--- config.mk ---
export PLATFORM = sky130hd
export DESIGN_NAME = fixed_point_accum_sub_seq_flat
export DESIGN_NICKNAME = d
export VERILOG_FILES = /design/src/rtl/fixed_point_accum_sub_seq_if.sv /design/src/rtl/fixed_point_accum_sub_seq.sv /design/src/flat_wrapper.sv
export SDC_FILE = /design/constraint.sdc
export NUM_CORES = 1
export LEC_CHECK = 0
export ABC_CLOCK_PERIOD_IN_PS = 4100
export BUFFER_PORTS_ARGS = -buffer_cell sky130_fd_sc_hd__buf_2
export CORE_MARGIN = 4
export CORE_UTILIZATION = 53
export CTS_BUF_LIST = sky130_fd_sc_hd__clkbuf_4
export DETAILED_ROUTE_END_ITERATION = 7
export GPL_ROUTABILITY_DRIVEN = 0
export PLACE_DENSITY = 0.81
export SLEW_MARGIN = 20
export SYNTH_ARGS = -nofsm -noshare
export SYNTH_HDL_FRONTEND = slang
export SYNTH_SLANG_ARGS = --single-unit
export TNS_END_PERCENT = 10
--- constraint.sdc ---
create_clock -name clk -period 4.1 [get_ports clk]
set_clock_uncertainty 0.15 [all_clocks]
set_input_delay 0.615 -clock clk [delete_from_list [all_inputs] [get_ports clk]]
set_output_delay 0.615 -clock clk [all_outputs]
set_load 0.03 [all_outputs]
--- src/rtl/fixed_point_accum_sub_seq_if.sv ---
// Operand/result handshake bundle for the burst accumulator.
// Master drives the burst; slave is the accumulator.
interface fixed_point_accum_sub_seq_if #(
  parameter int WIDTH   = 16,
  parameter int COUNT_W = 8
);
  logic               start;
  logic [WIDTH-1:0]   init;
  logic [COUNT_W-1:0] len;
  logic               in_valid;
  logic               in_ready;
  logic [WIDTH-1:0]   in_data;
  logic               in_op;
  logic               out_valid;
  logic               out_ready;
  logic [WIDTH-1:0]   out_data;
  logic               overflowFlag;
  logic               busy;

  modport master (
    output start, init, len,
    output in_valid, in_data, in_op,
    output out_ready,
    input  in_ready, out_valid, out_data,
    input  overflowFlag, busy
  );

  modport slave (
    input  start, init, len,
    input  in_valid, in_data, in_op,
    input  out_ready,
    output in_ready, out_valid, out_data,
    output overflowFlag, busy
  );
endinterface

--- src/rtl/fixed_point_accum_sub_seq.sv ---
// Burst add/subtract accumulator with sticky overflow flag.
// Define FIXED_POINT_ACCUM_SATURATE_EN to clamp on overflow.
module fixed_point_accum_sub_seq #(
  parameter int WIDTH   = 16,
  parameter int COUNT_W = 8
) (
  input logic clk,
  input logic rst,
  fixed_point_accum_sub_seq_if.slave bus
);
  typedef enum logic [1:0] {
    IDLE  = 2'd0,
    ACCUM = 2'd1,
    DONE  = 2'd2
  } state_t;

  state_t             r_state;
  state_t             w_next;
  logic [WIDTH-1:0]   r_acc;
  logic [COUNT_W-1:0] r_count;
  logic               r_ovf;

  logic [WIDTH-1:0]   w_b;
  logic [WIDTH-1:0]   w_sum;
  logic [WIDTH-1:0]   w_step;
  logic               w_ovf;
  logic               w_xfer;

  assign w_b   = bus.in_op ? ~bus.in_data : bus.in_data;
  assign w_sum = r_acc + w_b
               + {{(WIDTH-1){1'b0}}, bus.in_op};
  assign w_ovf = (r_acc[WIDTH-1] == w_b[WIDTH-1])
              && (w_sum[WIDTH-1] != r_acc[WIDTH-1]);

`ifdef FIXED_POINT_ACCUM_SATURATE_EN
  // Clamp toward the sign the accumulator had before the step
  always_comb begin
    w_step = w_sum;
    if (w_ovf) begin
      w_step = r_acc[WIDTH-1]
             ? {1'b1, {(WIDTH-1){1'b0}}}
             : {1'b0, {(WIDTH-1){1'b1}}};
    end
  end
`else
  assign w_step = w_sum;
`endif

  assign w_xfer = (r_state == ACCUM) && bus.in_valid;

  always_comb begin
    w_next = r_state;
    unique case (r_state)
      IDLE: begin
        if (bus.start) begin
          w_next = (bus.len == '0) ? DONE : ACCUM;
        end
      end
      ACCUM: begin
        if (w_xfer && r_count == COUNT_W'(1)) begin
          w_next = DONE;
        end
      end
      DONE: begin
        if (bus.out_ready) begin
          w_next = IDLE;
        end
      end
      default: w_next = IDLE;
    endcase
  end

  always_ff @(posedge clk) begin
    if (rst) begin
      r_state <= IDLE;
    end else begin
      r_state <= w_next;
    end
  end

  always_ff @(posedge clk) begin
    if (rst) begin
      r_acc   <= '0;
      r_count <= '0;
      r_ovf   <= 1'b0;
    end else if (r_state == IDLE && bus.start) begin
      r_acc   <= bus.init;
      r_count <= bus.len;
      r_ovf   <= 1'b0;
    end else if (w_xfer) begin
      r_acc   <= w_step;
      r_count <= r_count - COUNT_W'(1);
      r_ovf   <= r_ovf | w_ovf;
    end
  end

  assign bus.in_ready     = (r_state == ACCUM);
  assign bus.out_valid    = (r_state == DONE);
  assign bus.out_data     = r_acc;
  assign bus.overflowFlag = r_ovf;
  assign bus.busy         = (r_state != IDLE);
endmodule

--- src/flat_wrapper.sv ---
// flat-port wrapper written by rule: the top's interface ports become plain ports
module fixed_point_accum_sub_seq_flat 
#(
  parameter int WIDTH   = 16,
  parameter int COUNT_W = 8
)
  (clk, rst, bus_start, bus_init, bus_len, bus_in_valid, bus_in_data, bus_in_op, bus_out_ready, bus_in_ready, bus_out_valid, bus_out_data, bus_overflowFlag, bus_busy);
  fixed_point_accum_sub_seq_if #(.WIDTH(WIDTH), .COUNT_W(COUNT_W)) bus_i ();
  input logic clk;
  input logic rst;
  input wire logic [$bits(bus_i.start)-1:0] bus_start;
  input wire logic [$bits(bus_i.init)-1:0] bus_init;
  input wire logic [$bits(bus_i.len)-1:0] bus_len;
  input wire logic [$bits(bus_i.in_valid)-1:0] bus_in_valid;
  input wire logic [$bits(bus_i.in_data)-1:0] bus_in_data;
  input wire logic [$bits(bus_i.in_op)-1:0] bus_in_op;
  input wire logic [$bits(bus_i.out_ready)-1:0] bus_out_ready;
  output wire logic [$bits(bus_i.in_ready)-1:0] bus_in_ready;
  output wire logic [$bits(bus_i.out_valid)-1:0] bus_out_valid;
  output wire logic [$bits(bus_i.out_data)-1:0] bus_out_data;
  output wire logic [$bits(bus_i.overflowFlag)-1:0] bus_overflowFlag;
  output wire logic [$bits(bus_i.busy)-1:0] bus_busy;
  assign bus_i.start = bus_start;
  assign bus_i.init = bus_init;
  assign bus_i.len = bus_len;
  assign bus_i.in_valid = bus_in_valid;
  assign bus_i.in_data = bus_in_data;
  assign bus_i.in_op = bus_in_op;
  assign bus_i.out_ready = bus_out_ready;
  assign bus_in_ready = bus_i.in_ready;
  assign bus_out_valid = bus_i.out_valid;
  assign bus_out_data = bus_i.out_data;
  assign bus_overflowFlag = bus_i.overflowFlag;
  assign bus_busy = bus_i.busy;
  fixed_point_accum_sub_seq #(.WIDTH(WIDTH), .COUNT_W(COUNT_W)) u_core (.clk(clk), .rst(rst), .bus(bus_i));
endmodule
* Yosys cells after proc, flatten, opt, wreduce, memory -nomap -nowiden
Cells that the tools add are included.
** Word-level totals
- Bits of input ports :: 46
- Word-level logic and storage cells :: 37
- Output and inout port bits :: 20
- Flip-flop bits (word level) :: 27
** Cells by class
- Equality and inequality tests :: 8
- Add/subtract/negate cells :: 3
- Muxes and demuxes :: 10
- Bitwise operators :: 2
- Reductions and logical operators :: 10
** Operator list (number)
- 2-to-1 mux 16 bit :: 3
- adder 16 x 1 -> 16 bit :: 1
- adder 16 bit :: 1
- 2-to-1 mux 8 bit :: 2
- inverter 16 bit :: 1
- equality test 8 x 1 -> 1 bit, second input constant :: 1
- logical NOT 8 bit :: 1
- 2-to-1 mux 2 bit :: 4
- subtractor 8 x 1 -> 8 bit, second input constant :: 1
- one-hot mux 2 bit (3 select lines) :: 1
- logical AND 1 bit :: 4
- inequality test 2 bit, second input constant :: 2
- nonzero test 2 bit :: 2
- AND reduction 3 bit :: 1
- equality test 2 x 1 -> 1 bit, second input constant :: 1
- equality test 2 bit, second input constant :: 1
- logical NOT 2 bit :: 1
- inequality test 2 x 1 -> 1 bit, second input constant :: 1
- OR reduction 2 bit :: 1
- equality test 1 bit :: 1
- inequality test 1 bit :: 1
- bitwise OR 1 bit :: 1

* Depth between registers and ports, before layout
Gate-level depths: netlist (run 1).
- Depth after elaboration :: 7
- Depth in mapped cells :: 12
- Gate-level depth less buffers :: 9

* Least setup slack after synthesis (run 1)
Ideal clock, no wire load.
- Path type :: input port to flip-flop
- From :: in bus_in_op
- To :: reg u_core.r_acc[14], in the netlist u_core.bus.out_data[14]
- Stages on the path :: 11
- Required time :: 3864 ps
- Library setup time :: 86 ps
- Setup slack :: 855 ps
- Arrival :: 3010 ps
- Path buffers :: 2
- Path through :: buf_6 -> clkbuf_1 -> xor2_1 -> ha_1 -> a21o_1 -> a21oi_1 -> a21oi_1 -> o41ai_1 -> a21oi_1 -> xnor2_1 -> a211oi_1
** Between the ends
- Longest elaborated chain between the ends :: 5
** Ends and longest elaborated chain
- start, declared :: line flat_wrapper.sv:16 : input wire logic [$bits(bus_i.in_op)-1:0] bus_in_op;
- 2-to-1 mux 16 bit :: line fixed_point_accum_sub_seq.sv:29 : assign w_b = bus.in_op ? ~bus.in_data : bus.in_data;
- adder 16 bit :: line fixed_point_accum_sub_seq.sv:30 : assign w_sum = r_acc + w_b
- adder 16 x 1 -> 16 bit (*) :: line fixed_point_accum_sub_seq.sv:31 : + {{(WIDTH-1){1'b0}}, bus.in_op};
- 2-to-1 mux 16 bit (*) :: line fixed_point_accum_sub_seq.sv:90 : end else if (w_xfer) begin
- 2-to-1 mux 16 bit (*) :: line fixed_point_accum_sub_seq.sv:86 : end else if (r_state == IDLE && bus.start) begin
- end signal, assigned :: line fixed_point_accum_sub_seq.sv:87 : r_acc <= bus.init;
- end signal, assigned :: line fixed_point_accum_sub_seq.sv:91 : r_acc <= w_step;
- end, declared :: line fixed_point_accum_sub_seq.sv:19 : logic [WIDTH-1:0] r_acc;
Mark *: on every way between the ends. The rest lies on a longest branch, timed or not. The select of a mux whose other input is x is not followed.
A chain may end at the register's enable or synchronous reset.

* Worst setup path after layout (run 1)
Ends and elaborated chain as after synthesis.

==> reports/metrics.csv, run 1 <==
stage;metric;value;unit
floorplanning;Core Footprint;3740;sq um
timing;post-layout min period;3.09;ns
critical_path;Worst EP required;4.20;ns
global_route;gr usage total;21.0;%
worst_hold_path;worst min path class;input port to flop;
power_and_ir_drop;leakage power;1.13;nW
floorplanning;cell row count;22;
synth;top post-synthesis cells by count;dfxtp_1, nor2_1, a21oi_1, nand2_1, xor2_1;
synth;Post-Syn Instances;262;
synth;number of flops mapped to enable cells by yosys;0;
global_route;GR Util met3;5.54;%
drt;drt via density;5.82;
clocking;clock sinks;27;
critical_path;slowest stage delay, CP;0.56;ns
timing;final hold vios;0;
synth;multiplexer area fraction after synthesis;1.68;%
global_route;GR Util met1;27.1;%
synth;Yosys top cell by area;dfxtp_1;
critical_path;Largest delay share family, worst path;compound AO/OA/AOI/OAI gates;
clocking;Post-CTS Setup Bufs;0;
global_route;global route total overflow;0;
global_route;vias in the first global route;1945;
synth;Compound-Gate Fraction of Synth Area;27.8;%
critical_path;Critical Path Most Common Cell;a21oi_1;
place;Area after DPL;2410;sq um
timing;setup_tns;0;ns
drt;Initial DRC Count;124;
timing;# setup viols final;0;
drt;number of routed nets with antenna violations;0;
critical_path;Worst R2R Start;u_core.bus.out_data[0];
synth;syn_nets;326;
worst_hold_path;destination of the worst hold path;u_core.bus.out_data[4];
synth;Async S/R FF share, synth;0;%
synth;cell area after synthesis;2090;sq um
clocking;CTS root buf;clkbuf_4;
synth;simple-gate portion of the synthesized area;18.1;%
clocking;CTS buffer count;3;
timing;Rel. slew slack;43.7;%
floorplanning;Ports;66;
clocking;clk slew on worst S/H paths;0.18;ns
place;worst slack, placed;0.703;ns
critical_path;worst path cell trace;buf_2, xor2_1, fa_1, a21oi_1, nand4b_1, a21oi_1, o41ai_1, a21oi_1, xnor2_1, a211oi_1;
layout;Area Growth Syn to Fin;16.9;%
synth;post-synthesis cell type count;50;
synth;Synth Area in XOR/XNOR;11.3;%
drt;via count;2125;
synth;Post-synth top flop;dfxtp_1;
power_and_ir_drop;Power Density;444;nW/um^2
timing;setup ws final;1.01;ns
critical_path;Worst R2R End;u_core.bus.out_data[14];
worst_hold_path;Hold Path Depth;3;
drt;WL per Instance;14.8;um
critical_path;Arr. time, crit path;3.19;ns
power_and_ir_drop;total power;1.09;mW
worst_hold_path;Hold Path Origin;bus_init[4];
synth;share of the synthesized area in the top cell type;25.9;%
clocking;H-tree Lvls;1;
drt;DRC;0;
timing;crit share post-route;75.5;%
timing;max-slew violation count;0;
timing;final worst hold slack;0.341;ns
synth;Seq/Total Area, Yosys;25.9;%
critical_path;R2R Setup Slk;1.24;ns
place;Cells after DPL;361;
floorplanning;die area;5010;sq um
floorplanning;Die H;70.8;um
floorplanning;Die Span X;70.8;um
timing;Fmax;323;MHz
critical_path;Crit Path Category;input port to flop;
place;# port buffers;65;
clocking;Hold Buf Count CTS;0;
synth;top cells by area, synth;dfxtp_1, ha_1, xor2_1;
synth;Avg Inst Size Synth;7.98;sq um
critical_path;Crit. End Element;flop;
clocking;Resized cells post-CTS;0;
clocking;CTS Buffer Depth;2;
power_and_ir_drop;worst vdd ir;222;uV
clocking;CTS tree;done;
timing;unrepaired setup endpoints after global routing;false;
synth;largest family of logic cells by synthesized area;compound AO/OA/AOI/OAI gates;
synth;YS warnings;0;
layout;final core utilization;65.3;%
drt;final WL;5.38;mm
job;MaxCap Viol Count;0;
layout;Nets;382;
place;post-DP HPWL;4.07;mm
clocking;clk_lat worst skew;0.35;ns
floorplanning;Starting Density;55.8;%
layout;Antenna Cells;0;
status;status;finished clean;
synth;area share of fa/ha/maj cells after synthesis;11.1;%
timing;measured slew at the worst slew-check pin;0.842;ns
global_route;met2 usage;34.5;%
layout;cell area after layout;2440;sq um
critical_path;Crit path depth;10;
global_route;largest net degree at the start of global routing;28;
critical_path;worst reg2reg path depth;9;
global_route;initial antenna violation count;0;
critical_path;slowest CP cell;o41ai_1;
layout;Post-Layout Cell Count;365;
critical_path;crit start category;input port;
layout;share of cells above drive strength 1;24.0;%
global_route;global-route wire length before repair;8.74;mm
drt;DRT Pass-1 Iters;4;
synth;#FFs+latches synth;27;
critical_path;peak fanout along the critical path;16;
critical_path;CP bufs+invs;1;
global_route;grt peak-use layer;met2;
==> worst register-to-register path, cell delays in order, from the launching register on <==
cell and delay [ns]:
dfxtp_1 0.37, mux2_4 0.28, fa_1 0.39, a21oi_1 0.20, nand4b_1 0.17, a21oi_1 0.11
o41ai_1 0.56, a21oi_1 0.16, xnor2_1 0.16, a211oi_1 0.22
==> logic make-up after synthesis <==
| group | after synthesis |
|---|---|
| adders and majority gates | 18 |
| DFF | 27 |
| buffers and inverters | 21 |
| xor gates and xnor gates | 27 |
| and+or+nand+nor | 81 |
| AOI/OAI and AO/OA | 85 |
| muxes | 3 |
==> per-layer routing <==
layer	share of wire, %	up-vias
met3	7.4	6
met4	1.1	0
met5	0	-
met1	45	976
met2	46	67
li1	-	1076
==> placed cells by master, fill, tap and decap left out, types with 2 or more instances in the layout <==
cell type and instances:
buf_2 65, nor2_1 27, dfxtp_1 27, a21oi_1 26
nand2_1 23, xor2_1 20, ha_1 17, nor3_1 8
o21ai_0 8, inv_1 7, a211oi_1 7, xnor2_1 7
a21o_1 6, o22ai_1 5, a22oi_1 4, a311oi_1 4
nor4_1 4, nand4_1 4, o311ai_1 4, and2_1 3
a221oi_1 3, clkbuf_4 3, nor2b_1 2, a31oi_1 2
o21bai_1 2, o21ai_1 2, nand3_1 2, or3_1 2
and3_1 2, mux2i_1 2
==> cell type report <==
type / count / area (sq um)
inverter: 7 / 26.3
clock inverter: 1 / 7.51
clock buffer: 3 / 22.5
multi-input combinational: 214 / 1460
fill: 364 / 1300
timing repair buffer: 65 / 325
sequential: 27 / 541
tap: 48 / 60.1
==> how the worst max path moves through the flow <==
stage,start,to
floorplan,bus_in_op,u_core.bus.out_data[14]
global placement,bus_in_op,u_core.bus.out_data[14]
detailed placement,bus_in_op,u_core.bus.out_data[14]
CTS,bus_in_op,u_core.bus.out_data[14]
global route,bus_in_op,u_core.bus.out_data[14]
finish,bus_in_op,u_core.bus.out_data[14]
==> where the power goes <==
group | internal, mW | switching (mW) | leakage (nW)
clock network | 0.0373 | 0.0880 | 0.0139
registers | 0.309 | 0.0437 | 0.223
logic | 0.236 | 0.373 | 0.896
total | 0.582 | 0.504 | 1.13
==> state kept, by name, summed over array words and instances, names as in the netlist <==
name,cells
u_core.r_count,8
u_core.bus.out_data,16
u_core.r_state,2
u_core.bus.overflowFlag,1
Note: power is estimated with default switching activity, not from simulation.
==> run 2: changes to the inputs <==
Settings changed: ABC_CLOCK_PERIOD_IN_PS 4100 to 2940.
Clock period 4.1 ns to 2.94 ns, I/O delays scaled along.
==> reports/metrics.csv, run 2 (same netlist as run 1, synthesis figures left out) <==
stage;metric;value;unit
status;status;finished clean;
place;# port buffers;65;
clocking;clock sinks;27;
clocking;clk_lat worst skew;0.35;ns
critical_path;Worst R2R Start;u_core.bus.out_data[0];
layout;multi-input logic area;1470;sq um
floorplanning;Die Span X;70.8;um
drt;met2 routed WL;2.62;mm
critical_path;Crit. End Element;flop;
drt;Initial DRC Count;109;
timing;post-layout min period;2.69;ns
timing;final worst hold slack;0.171;ns
power_and_ir_drop;Sw Ratio;45.9;%
layout;Antenna Cells;0;
drt;final WL;5.57;mm
critical_path;slowest stage delay, CP;0.42;ns
critical_path;Worst R2R End;u_core.bus.out_data[14];
layout;most frequent cells in the layout;buf_2, nor2_1, dfxtp_1, a21oi_1, nand2_1;
power_and_ir_drop;Clk network pwr share;11.7;%
global_route;global-route wire length before repair;9.05;mm
drt;DRC;0;
layout;commonest non-fill, non-tap cell in the layout;buf_2;
critical_path;slowest CP cell;fa_1;
timing;final hold vios;0;
critical_path;worst path cell trace;mux2_4, fa_1, a21oi_2, nand4b_1, a21oi_1, o41ai_1, buf_4, a21oi_1, xnor2_1, a211oi_1;
power_and_ir_drop;Comb pwr share;56.8;%
drt;DRT Pass-1 Iters;4;
power_and_ir_drop;switching pwr;719;uW
drt;WL per Instance;14.7;um
critical_path;Crit. Startpoint;u_core.bus.out_data[0];
layout;share of cells above drive strength 1;27.5;%
critical_path;Crit Path Category;flop to flop;
critical_path;crit start category;flop;
clocking;CTS Buffer Depth;2;
global_route;vias in the first global route;1934;
clocking;CTS tree;done;
clocking;H-tree Lvls;1;
clocking;Post-CTS Setup Bufs;0;
layout;area taken by flip-flops and latches;541;sq um
critical_path;R2R Setup Slk;0.25;ns
global_route;global route total overflow;0;
floorplanning;Ports;66;
clocking;CTS buffer count;3;
drt;number of routed nets with antenna violations;0;
critical_path;Critical Path Most Common Cell;a21oi_1;
critical_path;Arr. time, crit path;2.82;ns
worst_hold_path;worst min path class;input port to flop;
critical_path;Worst Setup EP;u_core.bus.out_data[14];
global_route;gr usage total;21.8;%
timing;# setup viols final;0;
drt;Detail Route met3 WL;340;um
timing;Fmax;372;MHz
floorplanning;Starting Density;55.8;%
floorplanning;die area;5010;sq um
layout;Area Growth Syn to Fin;22.7;%
timing;crit share post-route;91.4;%
power_and_ir_drop;Power Density;610;nW/um^2
drt;via count;2167;
critical_path;worst reg2reg path depth;10;
layout;fillcell total;351;
drt;DR top layer;met4;
floorplanning;Core Footprint;3740;sq um
drt;drt via density;5.72;
place;post-DP HPWL;4.24;mm
power_and_ir_drop;worst vdd ir;275;uV
global_route;largest net degree at the start of global routing;28;
timing;max-slew violation count;0;
drt;M1 WL;2.54;mm
layout;max reg flops;16;
critical_path;peak fanout along the critical path;4;
clocking;CTS root buf;clkbuf_4;
timing;unrepaired setup endpoints after global routing;false;
critical_path;Worst EP required;3.07;ns
floorplanning;Die H;70.8;um
power_and_ir_drop;leakage power;1.21;nW
global_route;initial antenna violation count;0;
power_and_ir_drop;total power;1.57;mW
power_and_ir_drop;Int Pwr;847;uW
power_and_ir_drop;Reg power frac;31.5;%
floorplanning;cell row count;22;
timing;measured slew at the worst slew-check pin;0.595;ns
clocking;clk slew on worst S/H paths;0.17;ns
job;MaxCap Viol Count;0;
timing;Rel. slew slack;60.3;%
layout;Nets;396;
==> run 2: cell count changes in the layout (fill, tap and decap cells not counted) <==
cell	previous run	this run
buf_4	0	13
a21oi_1	26	25
a21oi_2	1	2
buf_12	0	1
==> run 2: worst max-delay path, delay by kind of cell (launching register included) <==
family | cells | cell delay [ns]
AOI/OAI and AO/OA | 5 | 0.92
and+or+nand+nor | 1 | 0.16
muxes | 1 | 0.28
xor gates and xnor gates | 1 | 0.12
DFF | 1 | 0.37
buffers and inverters | 1 | 0.18
adders and majority gates | 1 | 0.42
==> run 2: per-layer routing <==
layer	track usage [%]	vias to the layer above
met3	2.98	8
met2	34.7	66
met4	6.05	0
met5	0	-
met1	30.7	992
li1	-	1101
==> run 2: final cells by class <==
type | instances | area share (%)
Multi-Input combinational cell | 214 | 57.1
Clock buffer | 3 | 0.878
Sequential cell | 27 | 21.1
Timing Repair Buffer | 79 | 17.3
Inverter | 7 | 1.02
Tap cell | 48 | 2.34
Clock inverter | 1 | 0.293
==> run 2: how the worst min path moves through the flow <==
stage / startpoint / to / slack [ns] / depth (start not counted)
after global placement: u_core.r_count[5] / u_core.r_count[5] / 0.31 / 2
final: bus_init[4] / u_core.bus.out_data[4] / 0.17 / 3
after CTS: bus_init[4] / u_core.bus.out_data[4] / 0.17 / 3
after floorplan: u_core.r_count[5] / u_core.r_count[5] / 0.30 / 2
after detailed placement: u_core.r_count[5] / u_core.r_count[5] / 0.32 / 2
after global routing: bus_init[4] / u_core.bus.out_data[4] / 0.17 / 3
==> run 2: repair_timing <==
action / 4_1_cts / 5_1_grt
setup endpoints to repair: 0 / 1
gates resized for setup: 0 / 1
hold buffers: 0 / 0
==> run 2: stage by stage <==
stage          TNS (ns)  std cells  worst slack [ns]  cell area, sq um  util (%)
4_1_cts               0        379             0.220              2560      68.4
3_3_place_gp          0        375            0.0420              2530      67.6
2_1_floorplan         0        262            0.0597              2090         -
5_1_grt               0        379            0.0160              2570      68.5
6_report              0        379             0.254              2570      68.5
3_5_place_dp   -0.00582        375          -0.00582              2530      67.6
==> run 2: power groups by stage <==
| stage | clock, mW | sequential [mW] | combinational, mW |
|---|---|---|---|
| after floorplan | 0 | 0.565 | 0.577 |
| after global placement | 0 | 0.498 | 0.867 |
| after detailed placement | 0 | 0.500 | 0.879 |
| after CTS | 0.188 | 0.492 | 0.883 |
| after global routing | 0.206 | 0.502 | 0.989 |
| final | 0.184 | 0.493 | 0.889 |
==> run 3: changes to the inputs <==
Settings changed: CORE_MARGIN 4 to not set.
==> reports/metrics.csv, run 3 (same netlist as run 1, synthesis figures left out) <==
stage;metric;value;unit
clocking;CTS buffer count;3;
timing;max-slew violation count;0;
worst_hold_path;worst min path class;input port to flop;
drt;DRC;0;
clocking;Hold Buf Count CTS;0;
layout;Area Growth Syn to Fin;21.2;%
place;# port buffers;65;
critical_path;worst path cell trace;mux2_4, fa_1, a21oi_1, nand4b_1, a21oi_1, o41ai_1, buf_4, a21oi_1, xnor2_1, a211oi_1;
drt;final WL;5.58;mm
layout;Post-Layout Cell Count;377;
timing;unrepaired setup endpoints after global routing;false;
critical_path;Arr. time, crit path;2.83;ns
clocking;CTS tree;done;
power_and_ir_drop;Power Density;620;nW/um^2
timing;setup ws final;0.236;ns
floorplanning;Core Footprint;3720;sq um
floorplanning;Die Span X;64.8;um
global_route;global-route wire length before repair;9.44;mm
floorplanning;cell row count;22;
global_route;initial antenna violation count;0;
drt;WL per Instance;14.8;um
drt;Initial DRC Count;125;
floorplanning;die area;4200;sq um
place;worst slack, placed;0.0164;ns
place;Area after DPL;2500;sq um
floorplanning;Starting Density;56.3;%
critical_path;Critical Path Most Common Cell;a21oi_1;
timing;# setup viols final;0;
timing;setup_tns;0;ns
layout;cell area after layout;2530;sq um
global_route;largest net degree at the start of global routing;28;
clocking;CTS root buf;clkbuf_4;
critical_path;slowest stage delay, CP;0.38;ns
global_route;vias in the first global route;2095;
critical_path;crit start category;flop;
layout;most frequent cells in the layout;buf_2, nor2_1, dfxtp_1, a21oi_1, nand2_1;
timing;measured slew at the worst slew-check pin;0.579;ns
clocking;H-tree Lvls;1;
layout;max reg flops;16;
timing;crit share post-route;92.0;%
layout;Antenna Cells;0;
clocking;clk_lat worst skew;0.34;ns
timing;Fmax;370;MHz
floorplanning;Die H;64.8;um
status;status;finished clean;
critical_path;Crit Path Category;flop to flop;
drt;number of routed nets with antenna violations;0;
power_and_ir_drop;leakage power;1.19;nW
timing;post-layout min period;2.70;ns
layout;area taken by flip-flops and latches;541;sq um
layout;fillcell total;324;
global_route;gr usage total;28.4;%
timing;final hold vios;0;
layout;commonest non-fill, non-tap cell in the layout;buf_2;
critical_path;Worst EP required;3.07;ns
timing;Rel. slew slack;61.4;%
layout;Nets;394;
critical_path;Largest delay share family, worst path;compound AO/OA/AOI/OAI gates;
critical_path;CP bufs+invs;1;
drt;drt via density;5.87;
clocking;clk slew on worst S/H paths;0.17;ns
layout;multi-input logic area;1460;sq um
critical_path;Crit. End Element;flop;
place;post-DP HPWL;4.20;mm
critical_path;slowest CP cell;fa_1;
clocking;CTS Buffer Depth;2;
layout;final core utilization;68.2;%
clocking;Resized cells post-CTS;0;
clocking;clock sinks;27;
job;MaxCap Viol Count;0;
place;Cells after DPL;373;
clocking;Post-CTS Setup Bufs;0;
layout;share of cells above drive strength 1;26.7;%
power_and_ir_drop;worst vdd ir;246;uV
critical_path;peak fanout along the critical path;4;
floorplanning;Ports;66;
drt;via count;2213;
drt;DRT Pass-1 Iters;4;
global_route;global route total overflow;0;
==> run 3: cell count changes in the layout (fill, tap and decap cells not counted) <==
| cell | change |
|---|---|
| a21oi_1 | +1 |
| a21oi_2 | -1 |
| buf_12 | -1 |
| buf_4 | -1 |
==> run 3: path summary, 6_finish.rpt <==
check,cells after the start,from,slack [ns],end
min,3,bus_init[4],0.19,u_core.bus.out_data[4]
max,10,u_core.bus.out_data[0],0.24,u_core.bus.out_data[14]
max reg2reg,10,u_core.bus.out_data[0],0.24,u_core.bus.out_data[14]
min reg2reg,2,u_core.r_count[7],0.35,u_core.r_count[7]
==> run 3: tightest hold or removal path: cells and delay by family <==
family                 cells  cell delay [ns]
AO/OA/AOI/OAI              1             0.06
AND/OR/NAND/NOR            1             0.07
buffers and inverters      1             0.08
==> run 3: cell type report <==
cell class | instances | share of cell area (%)
Multi-Input combinational cell | 214 | 57.7
Clock buffer | 3 | 0.888
Tap cell | 48 | 2.37
Clock inverter | 1 | 0.296
Sequential cell | 27 | 21.3
Timing Repair Buffer | 77 | 16.4
Inverter | 7 | 1.04
==> run 3: power breakdown <==
part	internal [mW]	leakage (nW)	total [mW]	switching, mW
Clock	0.0521	0.0139	0.178	0.126
Combinational	0.361	0.953	0.899	0.538
Sequential	0.431	0.223	0.494	0.0632
Total	0.843	1.19	1.57	0.728
==> run 3: layer usage <==
metal  track usage (%)  routed length (um)
met4              7.22                  44
met1              37.2                2490
met2              49.3                2750
met5                 0                   0
met3              2.82                 298
==> run 3: metrics by stage <==
step | power, mW | hold WS (ns)
finish | 1.57 | 0.188
global route | 1.69 | 0.190
CTS | 1.56 | 0.195
detailed placement | 1.38 | 0.322
global placement | 1.37 | 0.308
floorplan | 1.14 | 0.298
